==> src/rtl/aes_if_pkg.sv <==
// Shared constants for the AES host interface: register map, bit positions
// inside CONFIG/START/STATUS, and key/block widths.
package aes_if_pkg;

    typedef enum logic [3:0] {
        ADDR_IDLE   = 4'd0,
        ADDR_CONFIG = 4'd1,
        ADDR_KEY    = 4'd2,
        ADDR_BLOCK  = 4'd3,
        ADDR_STATUS = 4'd5,
        ADDR_START  = 4'd6,
        ADDR_RESULT = 4'd7
    } addr_e;

    localparam int CFG_ENCDEC  = 0;
    localparam int CFG_KEYLEN  = 1;
    localparam int START_INIT  = 0;
    localparam int START_NEXT  = 1;
    localparam int ST_READY    = 0;
    localparam int ST_RESVALID = 1;
    localparam int ST_ERR      = 2;

    localparam int KEY_W128 = 128;
    localparam int KEY_W256 = 256;
    localparam int BLK_W    = 128;

    // Word counter width: enough for 256/8 = 32 words.
    localparam int CNT_W = 6;

endpackage

==> src/rtl/aes_host_if_if.sv <==
// Host register bus: address select, write word and registered read word.
interface aes_host_if_if #(
    parameter int IN_W  = 16,
    parameter int OUT_W = 8
);
    logic [3:0]       address;
    logic [IN_W-1:0]  data_in;
    logic [OUT_W-1:0] data_out;

    modport master (output address, output data_in, input  data_out);
    modport slave  (input  address, input  data_in, output data_out);
endinterface

==> src/rtl/aes_word_loader.sv <==
// MSB-first shift register with a saturating word counter; full flags a
// complete uninterrupted load of max_i words.
module aes_word_loader
    import aes_if_pkg::*;
#(
    parameter int W    = 128,
    parameter int IN_W = 16
) (
    input  logic             clk,
    input  logic             rst_n,
    input  logic             en_i,
    input  logic [CNT_W-1:0] max_i,
    input  logic             clr_full_i,
    input  logic [IN_W-1:0]  data_i,
    output logic [W-1:0]     data_o,
    output logic             full_o
);
    logic [W-1:0]     sr_q, sr_d;
    logic [CNT_W-1:0] cnt_q, cnt_d;
    logic             full_q, full_d;
    logic             take;

    always_comb begin
        take   = en_i && (cnt_q < max_i);
        sr_d   = take ? {sr_q[W-IN_W-1:0], data_i} : sr_q;
        cnt_d  = !en_i ? '0 : (take ? cnt_q + CNT_W'(1) : cnt_q);
        full_d = full_q;
        // cnt_q is zero only on the first cycle of a (re-)entry
        if (en_i && cnt_q == '0) full_d = 1'b0;
        if (en_i && cnt_d == max_i) full_d = 1'b1;
        if (clr_full_i) full_d = 1'b0;
    end

    always_ff @(posedge clk or negedge rst_n) begin
        if (!rst_n) begin
            sr_q   <= '0;
            cnt_q  <= '0;
            full_q <= 1'b0;
        end else begin
            sr_q   <= sr_d;
            cnt_q  <= cnt_d;
            full_q <= full_d;
        end
    end

    assign data_o = sr_q;
    assign full_o = full_q;
endmodule

==> src/rtl/aes_host_if.sv <==
// Register-mapped host front end for an AES core: key/block loading, start
// pulse generation with error flagging, and sliced result readback.
module aes_host_if
    import aes_if_pkg::*;
#(
    parameter int IN_W  = 16,
    parameter int OUT_W = 8
) (
    input  logic          clk,
    input  logic          rst_n,
    aes_host_if_if.slave  host,
    output logic [255:0]  core_key,
    output logic [127:0]  core_block,
    output logic          core_encdec,
    output logic          core_keylen,
    output logic          core_init,
    output logic          core_next,
    input  logic          core_ready,
    input  logic          core_valid,
    input  logic [127:0]  core_result
);
    localparam int NS = BLK_W / OUT_W;
    localparam int PW = $clog2(NS);
    localparam logic [CNT_W-1:0] KW128 = CNT_W'(KEY_W128 / IN_W);
    localparam logic [CNT_W-1:0] KW256 = CNT_W'(KEY_W256 / IN_W);
    localparam logic [CNT_W-1:0] BW    = CNT_W'(BLK_W / IN_W);

    logic sel_cfg, sel_key, sel_blk, sel_status, sel_start, sel_result;
    logic encdec_q, encdec_d, keylen_q, keylen_d;
    logic err_q, err_d, res_valid_q, res_valid_d;
    logic init_prev_q, init_prev_d, next_prev_q, next_prev_d;
    logic cv_q, init_q, init_d, next_q, next_d;
    logic [127:0]     res_q, res_d;
    logic [PW-1:0]    ptr_q, ptr_d;
    logic [OUT_W-1:0] dout_q, dout_d;
    logic [255:0]     key_q;
    logic [127:0]     blk_q;
    logic             key_full, blk_full, keylen_chg;
    logic [CNT_W-1:0] kw;
    logic             init_rise, next_rise, err_evt, cv_rise;

    assign sel_cfg    = host.address == ADDR_CONFIG;
    assign sel_key    = host.address == ADDR_KEY;
    assign sel_blk    = host.address == ADDR_BLOCK;
    assign sel_status = host.address == ADDR_STATUS;
    assign sel_start  = host.address == ADDR_START;
    assign sel_result = host.address == ADDR_RESULT;

    assign kw         = keylen_q ? KW256 : KW128;
    assign keylen_chg = sel_cfg && (host.data_in[CFG_KEYLEN] != keylen_q);

    aes_word_loader #(.W(KEY_W256), .IN_W(IN_W)) u_key (
        .clk        (clk),
        .rst_n      (rst_n),
        .en_i       (sel_key),
        .max_i      (kw),
        .clr_full_i (keylen_chg),
        .data_i     (host.data_in),
        .data_o     (key_q),
        .full_o     (key_full)
    );

    aes_word_loader #(.W(BLK_W), .IN_W(IN_W)) u_blk (
        .clk        (clk),
        .rst_n      (rst_n),
        .en_i       (sel_blk),
        .max_i      (BW),
        .clr_full_i (1'b0),
        .data_i     (host.data_in),
        .data_o     (blk_q),
        .full_o     (blk_full)
    );

    // Start decode: init has priority; a simultaneous next rise is an error.
    always_comb begin
        init_rise = sel_start && host.data_in[START_INIT] && !init_prev_q;
        next_rise = sel_start && host.data_in[START_NEXT] && !next_prev_q;
        init_d    = init_rise && key_full;
        next_d    = !init_rise && next_rise && blk_full && core_ready;
        err_evt   = (init_rise && (!key_full || next_rise)) ||
                    (!init_rise && next_rise && !(blk_full && core_ready));
        cv_rise   = core_valid && !cv_q;
    end

    always_comb begin
        encdec_d    = sel_cfg ? host.data_in[CFG_ENCDEC] : encdec_q;
        keylen_d    = sel_cfg ? host.data_in[CFG_KEYLEN] : keylen_q;
        init_prev_d = sel_start ? host.data_in[START_INIT] : init_prev_q;
        next_prev_d = sel_start ? host.data_in[START_NEXT] : next_prev_q;
        res_d       = cv_rise ? core_result : res_q;
        res_valid_d = res_valid_q;
        if (init_d || next_d) res_valid_d = 1'b0;
        if (cv_rise) res_valid_d = 1'b1;
        err_d = sel_status ? 1'b0 : err_q;
        if (err_evt) err_d = 1'b1;
        ptr_d = sel_result ? ptr_q + PW'(1) : '0;
        dout_d = '0;
        case (host.address)
            ADDR_STATUS: dout_d = OUT_W'({err_q, res_valid_q, core_ready});
            ADDR_START:  dout_d = OUT_W'({keylen_q, encdec_q, 2'b00});
            ADDR_RESULT: dout_d = res_q[(NS-1-int'(ptr_q))*OUT_W +: OUT_W];
            default:     dout_d = '0;
        endcase
    end

    always_ff @(posedge clk or negedge rst_n) begin
        if (!rst_n) begin
            encdec_q    <= 1'b0;
            keylen_q    <= 1'b0;
            err_q       <= 1'b0;
            res_valid_q <= 1'b0;
            init_prev_q <= 1'b0;
            next_prev_q <= 1'b0;
            cv_q        <= 1'b0;
            init_q      <= 1'b0;
            next_q      <= 1'b0;
            res_q       <= '0;
            ptr_q       <= '0;
            dout_q      <= '0;
        end else begin
            encdec_q    <= encdec_d;
            keylen_q    <= keylen_d;
            err_q       <= err_d;
            res_valid_q <= res_valid_d;
            init_prev_q <= init_prev_d;
            next_prev_q <= next_prev_d;
            cv_q        <= core_valid;
            init_q      <= init_d;
            next_q      <= next_d;
            res_q       <= res_d;
            ptr_q       <= ptr_d;
            dout_q      <= dout_d;
        end
    end

    // A 128-bit key sits in the low half of the shift register; present it MSB-aligned.
    assign core_key      = keylen_q ? key_q : {key_q[127:0], 128'h0};
    assign core_block    = blk_q;
    assign core_encdec   = encdec_q;
    assign core_keylen   = keylen_q;
    assign core_init     = init_q;
    assign core_next     = next_q;
    assign host.data_out = dout_q;
endmodule

==> src/flat_wrapper.sv <==
// flat-port wrapper written by rule: the top's interface ports become plain ports
module aes_host_if_flat import aes_if_pkg::*;
#(
    parameter int IN_W  = 16,
    parameter int OUT_W = 8
)
  (clk, rst_n, core_key, core_block, core_encdec, core_keylen, core_init, core_next, core_ready, core_valid, core_result, host_address, host_data_in, host_data_out);
  aes_host_if_if #(.IN_W(IN_W), .OUT_W(OUT_W)) host_i ();
  input  logic clk;
  input  logic rst_n;
  output logic [255:0] core_key;
  output logic [127:0] core_block;
  output logic core_encdec;
  output logic core_keylen;
  output logic core_init;
  output logic core_next;
  input  logic core_ready;
  input  logic core_valid;
  input  logic [127:0] core_result;
  input wire logic [$bits(host_i.address)-1:0] host_address;
  input wire logic [$bits(host_i.data_in)-1:0] host_data_in;
  output wire logic [$bits(host_i.data_out)-1:0] host_data_out;
  assign host_i.address = host_address;
  assign host_i.data_in = host_data_in;
  assign host_data_out = host_i.data_out;
  aes_host_if #(.IN_W(IN_W), .OUT_W(OUT_W)) u_core (.clk(clk), .rst_n(rst_n), .host(host_i), .core_key(core_key), .core_block(core_block), .core_encdec(core_encdec), .core_keylen(core_keylen), .core_init(core_init), .core_next(core_next), .core_ready(core_ready), .core_valid(core_valid), .core_result(core_result));
endmodule
==> config.mk <==
export PLATFORM = sky130hd
export DESIGN_NAME = aes_host_if_flat
export DESIGN_NICKNAME = d
export VERILOG_FILES = /design/src/rtl/aes_if_pkg.sv /design/src/rtl/aes_host_if_if.sv /design/src/rtl/aes_word_loader.sv /design/src/rtl/aes_host_if.sv /design/src/flat_wrapper.sv
export SDC_FILE = /design/constraint.sdc
export NUM_CORES = 1
export LEC_CHECK = 0
export ABC_AREA = 0
export CORE_ASPECT_RATIO = 0.5
export CORE_MARGIN = 3
export CORE_UTILIZATION = 46
export DETAILED_ROUTE_END_ITERATION = 8
export GPL_TIMING_DRIVEN = 0
export PLACE_DENSITY = 0.75
export SYNTH_ARGS = -nofsm -noshare
export SYNTH_HDL_FRONTEND = slang
export SYNTH_HIERARCHICAL = 1
export SYNTH_SLANG_ARGS = --single-unit
==> constraint.sdc <==
create_clock -name clk -period 2.5 [get_ports clk]
set_input_delay 0.5 -clock clk [delete_from_list [all_inputs] [get_ports clk]]
set_output_delay 0.5 -clock clk [all_outputs]
set_load 0.005 [all_outputs]
==> results.json, run 1 <==
{
  "via_total_after_detailed_routing": 17200,
  "synth_top_area_cell": "sky130_fd_sc_hd__dfrtp_1",
  "report.final.hold_viol_count": 0,
  "tritoncts_num_sinks": 547,
  "vdd_drop_max_v": 0.000518,
  "p_leak_nw": 18.5,
  "skew_ns": 0.0117,
  "worst_slack_after_detailed_placement_ns": -0.881,
  "synth.distinct_cells": 52,
  "cap_violations": 0,
  "global_route.overflow_total": 0,
  "criticalPathCategory": "reg2reg",
  "area_used_by_multi_input_combinational_logic_sq_mm": 0.0117,
  "hold_path_class": "in2reg",
  "cts-root-to-sink-buffers": 3,
  "layout_commonest_cell": "sky130_fd_sc_hd__dfrtp_1",
  "dominantRegCellSynth": "sky130_fd_sc_hd__dfrtp_1",
  "worstSetupEndpoint": "u_core/u_key/data_o[252]",
  "share_of_post_route_cells_with_drive_strength_above_1_pct": 47.8,
  "core-area_sq_mm": 0.0523,
  "cts_tree": "built",
  "cellPowerDensity_mw_per_mm2": 734,
  "place_congestion": 0.951,
  "synth_area_sq_mm": 0.0245,
  "syn_inst": 1651,
  "timing.rr.end": "u_core/u_key/data_o[252]",
  "violations_in_the_final_reports": "negative setup slack",
  "synthesized_area_per_cell_sq_um": 14.8,
  "vias_in_the_first_global_route": 18200,
  "synth.yosys.seq_area_share_pct": 55.9,
  "reg2reg_slack_ns": -0.23,
  "post-route-worst-setup-slack_ns": -0.227,
  "fin_nets": 2540,
  "fmax_mhz": 367,
  "synth_area_leaders": "sky130_fd_sc_hd__dfrtp_1, sky130_fd_sc_hd__mux2_2, sky130_fd_sc_hd__and2_1",
  "areaGrowthSynthToFinish_pct": 48.6,
  "die_height_microns": 169,
  "ff2ff_path_depth": 14,
  "rsz0062_at_grt": "true",
  "crit_path_start": "u_core/core_keylen",
  "viasPerCell": 5.50,
  "drt_pre_antenna_iters": 4,
  "final_area_sq_mm": 0.0364,
  "detailed_place.area_sq_mm": 0.0312,
  "clock_tree.root_cell": "sky130_fd_sc_hd__clkbuf_16",
  "ioPinCount": 548,
  "r2r_start": "u_core/core_keylen",
  "synth_edf_count": 0,
  "critical_path.endpoint_type": "register",
  "stdcell_count": 3119,
  "max_slew.worst_pin.slew_ns": 0.777,
  "setup_viol": 370,
  "fin_worst_hold_slack_ns": 0.435,
  "grt_pass1_wl_microns": 121000,
  "design_power_total_mw": 26.7,
  "drcViolationCount": 0,
  "postRouteAntennaNets": 0,
  "fillCellCount": 3394,
  "setup.worst_path.start_class": "register",
  "setup-tns-final_ns": -38.71,
  "wirelength_microns": 86000,
  "dr.first_iter.drc_count": 1200,
  "cp_data_arrival_time_ns": 3.19,
  "synth-async-reset-ratio_pct": 100,
  "globalRouteTotalUtil_pct": 29.0,
  "synthDominantCellAreaShare_pct": 55.9,
  "die_area_sq_mm": 0.0562,
  "layout.core_utilization_pct": 69.6,
  "yosysWarnings": 6,
  "grt_max_degree": 109,
  "finalCriticalPeriod_ns": 2.73,
  "initial_core_utilization_pct": 46.8,
  "dpl.cell_count": 2928,
  "hpwl_microns": 59000,
  "worst_slew_margin_rel_pct": 48.2,
  "number_of_cts_inserted_buffers": 48,
  "critPathRequiredTime_ns": 2.96,
  "clkTransAtPathRegs_ns": 0.07,
  "run_status": "finished, violations left",
  "final_cell_mix": "sky130_fd_sc_hd__dfrtp_1, sky130_fd_sc_hd__mux2_4, sky130_fd_sc_hd__mux2_2",
  "width_of_the_die_microns": 332,
  "ys_seq_elements": 547,
  "clkLatencyLatePin_ns": 0.58,
  "slew_viol_final": 0,
  "worstPathMaxFanout": 6,
  "placementRows": 59,
  "io_buffer_count": 547,
  "min_period_over_period_pct": 109,
  "sequential_cell_area_sq_mm": 0.0137,
  "number_of_antenna_violations_at_the_first_check_in_global_routing": 9,
  "detail_route.wl_per_cell_microns": 27.6,
  "cts_htree_levels": 2
}
[registers in the layout, indices dropped and copies added (netlist names), 4 cells and up]
name / count
u_core/u_key/data_o: 256
u_core/res_q: 128
u_core/u_blk/data_o: 128
u_core/host.data_out: 8
u_core/u_blk/cnt_q: 6
u_core/u_key/cnt_q: 6
u_core/ptr_q: 4
[logic make-up (layout without fill, tap and decap cells)]
| group | count (synthesis) | after routing | synth area share [%] |
|---|---|---|---|
| compound gates | 43 | 43 | 1.53 |
| xor+xnor | 19 | 19 | 0.792 |
| fa+ha+maj | 15 | 15 | 0.767 |
| buf+inv | 121 | 857 | 2.18 |
| flops | 547 | 547 | 55.9 |
| mux | 683 | 683 | 33.3 |
| other cells | 2 | 33 | 0.0307 |
| simple gates | 221 | 221 | 5.52 |
[metal layers]
layer / vias to the layer above / share of wire [%] / track usage (%)
met3: 236 / 5.2 / 6.24
met2: 560 / 50 / 49.2
li1: 7338 / - / -
met4: 2 / 5.0 / 14.0
met1: 9022 / 40 / 35.7
met5: - / 0.015 / 0
[worst min path at each step]
stage                           start                  to  slack, ns  cells past startpoint
final                      core_valid         u_core/cv_q       0.43                      1
after global routing       core_valid         u_core/cv_q       0.41                      1
after CTS                  core_valid         u_core/cv_q       0.41                      1
after detailed placement  u_core/cv_q  u_core/res_valid_q       0.46                      1
after global placement    u_core/cv_q  u_core/res_valid_q       0.44                      1
after floorplan                 rst_n  u_core/core_encdec       0.20                      0
[layout make-up]
| class | instances | share of cell area [%] |
|---|---|---|
| multi-input cells | 1006 | 32.3 |
| clock buffers | 74 | 3.99 |
| clock inverters | 13 | 0.348 |
| diodes | 8 | 0.0551 |
| inverters | 23 | 0.286 |
| plain buffers | 86 | 3.36 |
| repair buffers | 661 | 19.7 |
| flip-flops and latches | 547 | 37.6 |
| well taps | 701 | 2.41 |
[cells in the mapped netlist (all sizes together), types with 3 or more instances]
cell type  number
buf            47
nand3           6
ha             15
xnor2          10
mux4           38
nand2          12
nor4            4
mux2          643
o21ai          11
inv            23
a22oi           3
clkbuf         51
dfrtp         547
nand3b          9
nor3            5
a21oi           8
xor2            7
and3           13
nand2b          7
and2          132
nor2b           8
or3             4
nor2           12
[where the power goes]
| part | internal (mW) | leakage, nW | total [mW] | switching (mW) |
|---|---|---|---|---|
| Sequential | 10.1 | 7.13 | 11.6 | 1.46 |
| Clock | 4.21 | 0.784 | 7.68 | 3.47 |
| Combinational | 4.72 | 10.6 | 7.40 | 2.68 |
[critical path, stage by stage, from the launching register on]
cell and delay, ns:
sky130_fd_sc_hd__dfrtp_2 0.46, sky130_fd_sc_hd__buf_8 0.15, sky130_fd_sc_hd__clkbuf_16 0.15, sky130_fd_sc_hd__clkinv_8 0.05, sky130_fd_sc_hd__inv_6 0.03, sky130_fd_sc_hd__ha_4 0.27
sky130_fd_sc_hd__nand4_1 0.17, sky130_fd_sc_hd__o221ai_4 0.25, sky130_fd_sc_hd__inv_2 0.07, sky130_fd_sc_hd__nand2_4 0.11, sky130_fd_sc_hd__buf_12 0.16, sky130_fd_sc_hd__buf_16 0.15
sky130_fd_sc_hd__buf_12 0.14, sky130_fd_sc_hd__buf_12 0.13, sky130_fd_sc_hd__mux2_4 0.31
[repair_timing]
| action | 4_1_cts | 5_1_grt |
|---|---|---|
| pin swaps | 2 | 2 |
| hold buffers | 1 | 0 |
| setup buffers | 51 | 30 |
| resized for setup | 1046 | 464 |
| endpoints found under the hold margin | 73 | 0 |
| endpoints found under the setup margin | 634 | 752 |
| gates cloned | 32 | 11 |
Power figures use the tool's default switching activity.
==> run 2: changes to the inputs <==
==> constraint.sdc (replaced) <==
create_clock -name clk -period 2.5 [get_ports clk]
set_input_delay 0.75 -clock clk [delete_from_list [all_inputs] [get_ports clk]]
set_output_delay 0.75 -clock clk [all_outputs]
set_load 0.005 [all_outputs]
==> run 2 against run 1 <==
The flow still finishes with violations (negative setup slack). Non-clock buffer count is 39 lower. Wire length down 7.6%. Largest cell class unchanged. Cell count down 1.3%. Critical endpoint is now core_key[242].
==> results.json, run 2 (synthesized netlist as in run 1, its figures left out) <==
{
  "detailed_place.area_sq_mm": 0.0312,
  "post-route-worst-setup-slack_ns": -0.379,
  "p_leak_nw": 16.5,
  "layout_commonest_cell": "sky130_fd_sc_hd__mux2_2",
  "report.final.hold_viol_count": 0,
  "grt_pass1_wl_microns": 115000,
  "fin_nets": 2501,
  "largest_register_ffs": 256,
  "slowest_stage": "sky130_fd_sc_hd__dfrtp_1",
  "violations_in_the_final_reports": "negative setup slack",
  "skew_ns": 0.0196,
  "r2r_start": "u_core/core_keylen",
  "critical_path.cell_chain": "clkbuf_16 -> clkbuf_16 -> buf_8 -> clkbuf_16 -> mux2_4 -> buf_6",
  "finalCriticalPeriod_ns": 2.88,
  "core-area_sq_mm": 0.0523,
  "cellPowerDensity_mw_per_mm2": 750,
  "critical_path.endpoint_type": "output pin",
  "wirelength_microns": 79400,
  "io_buffer_count": 547,
  "max_slew.worst_pin.slew_ns": 0.772,
  "die_area_sq_mm": 0.0562,
  "vias_in_the_first_global_route": 17400,
  "setup.worst_path.start_class": "register",
  "viasPerCell": 5.41,
  "number_of_cts_inserted_buffers": 48,
  "global_route.overflow_total": 0,
  "dr.first_iter.drc_count": 1118,
  "drt_pre_antenna_iters": 5,
  "ioPinCount": 548,
  "dpl.cell_count": 2928,
  "grt_max_degree": 109,
  "reg2reg_slack_ns": -0.27,
  "clkTransAtPathRegs_ns": 0.07,
  "cts_htree_levels": 2,
  "place_congestion": 0.951,
  "worstSetupEndpoint": "core_key[242]",
  "die_height_microns": 169,
  "min_period_over_period_pct": 115,
  "initial_core_utilization_pct": 46.8,
  "globalRouteTotalUtil_pct": 27.4,
  "critPathRequiredTime_ns": 1.75,
  "via_total_after_detailed_routing": 16700,
  "share_of_post_route_cells_with_drive_strength_above_1_pct": 46.7,
  "drcViolationCount": 0,
  "cap_violations": 0,
  "crit_path_max_incr_delay_ns": 0.41,
  "design_power_total_mw": 26.1,
  "criticalPathCategory": "reg2out",
  "placementRows": 59,
  "number_of_antenna_violations_at_the_first_check_in_global_routing": 12,
  "run_status": "finished, violations left",
  "postRouteAntennaNets": 0,
  "stdcell_count": 3079,
  "setup_viol": 555,
  "clkLatencyLatePin_ns": 0.59,
  "final_cell_mix": "sky130_fd_sc_hd__mux2_2, sky130_fd_sc_hd__dfrtp_1, sky130_fd_sc_hd__clkdlybuf4s50_1",
  "worstPathMaxFanout": 8,
  "final_area_sq_mm": 0.0348,
  "detail_route.wl_per_cell_microns": 25.8,
  "timing.rr.end": "u_core/u_key/data_o[9]",
  "hold_path_class": "in2async",
  "clock_tree.root_cell": "sky130_fd_sc_hd__clkbuf_16",
  "ff2ff_path_depth": 12,
  "slew_viol_final": 0,
  "rsz0062_at_grt": "true",
  "worst_path_most_repeated_cell": "sky130_fd_sc_hd__clkbuf_16",
  "crit_path_start": "u_core/core_keylen",
  "cp_data_arrival_time_ns": 2.13,
  "worst_slew_margin_rel_pct": 48.4,
  "cts-root-to-sink-buffers": 3,
  "hpwl_microns": 59000,
  "cts_tree": "built",
  "fmax_mhz": 347,
  "vdd_drop_max_v": 0.000518,
  "areaGrowthSynthToFinish_pct": 42.2,
  "worst_slack_after_detailed_placement_ns": -1.13,
  "width_of_the_die_microns": 332,
  "tritoncts_num_sinks": 547
}
-- run 2: final cells by class --
cell class / instances / area, sq um
Sequential cell: 547 / 13700
Antenna cell: 7 / 17.5
Fill cell: 3742 / 17500
Timing Repair Buffer: 610 / 6410
Clock buffer: 74 / 1450
Multi-Input combinational cell: 1006 / 10800
Inverter: 23 / 88.8
Tap cell: 701 / 877
Buffer: 98 / 1310
Clock inverter: 13 / 126
-- run 2: power by group --
group / internal, mW / switching, mW
Combinational: 4.45 / 2.54
Clock: 4.21 / 3.40
Sequential: 10.1 / 1.36
-- run 2: worst min-delay path by stage --
stage	endpoint	start	depth (start not counted)	slack, ns
5_1_grt	u_core/u_blk/cnt_q[2]	rst_n	1	0.16
2_1_floorplan	u_core/res_valid_q	u_core/cv_q	1	0.43
4_1_cts	u_core/u_blk/cnt_q[2]	rst_n	1	0.14
3_5_place_dp	u_core/res_valid_q	u_core/cv_q	1	0.46
6_report	u_core/u_blk/data_o[79]	rst_n	1	0.14
3_3_place_gp	u_core/res_valid_q	u_core/cv_q	1	0.44
-- run 2: timing repair --
| item | 4_1_cts | 5_1_grt |
|---|---|---|
| resized for setup | 1002 | 175 |
| endpoints found under the setup margin | 662 | 663 |
| hold buffers | 0 | 0 |
| gates cloned | 15 | 13 |
| setup buffers | 24 | 5 |
| pin swaps | 1 | 4 |
-- run 2: critical path, delay by kind of cell (launching register included) --
family                 cells  cell delay (ns)
DFF                        1             0.41
buffers and inverters      5             0.78
muxes                      1             0.33
-- run 2: through the flow --
step | TNS (ns) | util, % | hold WS (ns)
2_1_floorplan | -7.66 | - | 0.430
3_3_place_gp | - | 59.4 | 0.443
3_5_place_dp | -617.43 | 59.7 | 0.463
4_1_cts | -171.95 | 65.2 | 0.144
5_1_grt | -171.88 | 66.6 | 0.159
6_report | -124.21 | 66.6 | 0.144
-- run 2: layer usage --
| metal | global-route usage (%) | vias to the layer above | routed length (microns) |
|---|---|---|---|
| met1 | 33.9 | 8730 | 31300 |
| met3 | 5.18 | 160 | 4200 |
| met4 | 12.7 | 0 | 3840 |
| met5 | 0 | - | 0 |
| met2 | 47.1 | 480 | 40100 |
| li1 | - | 7281 | - |
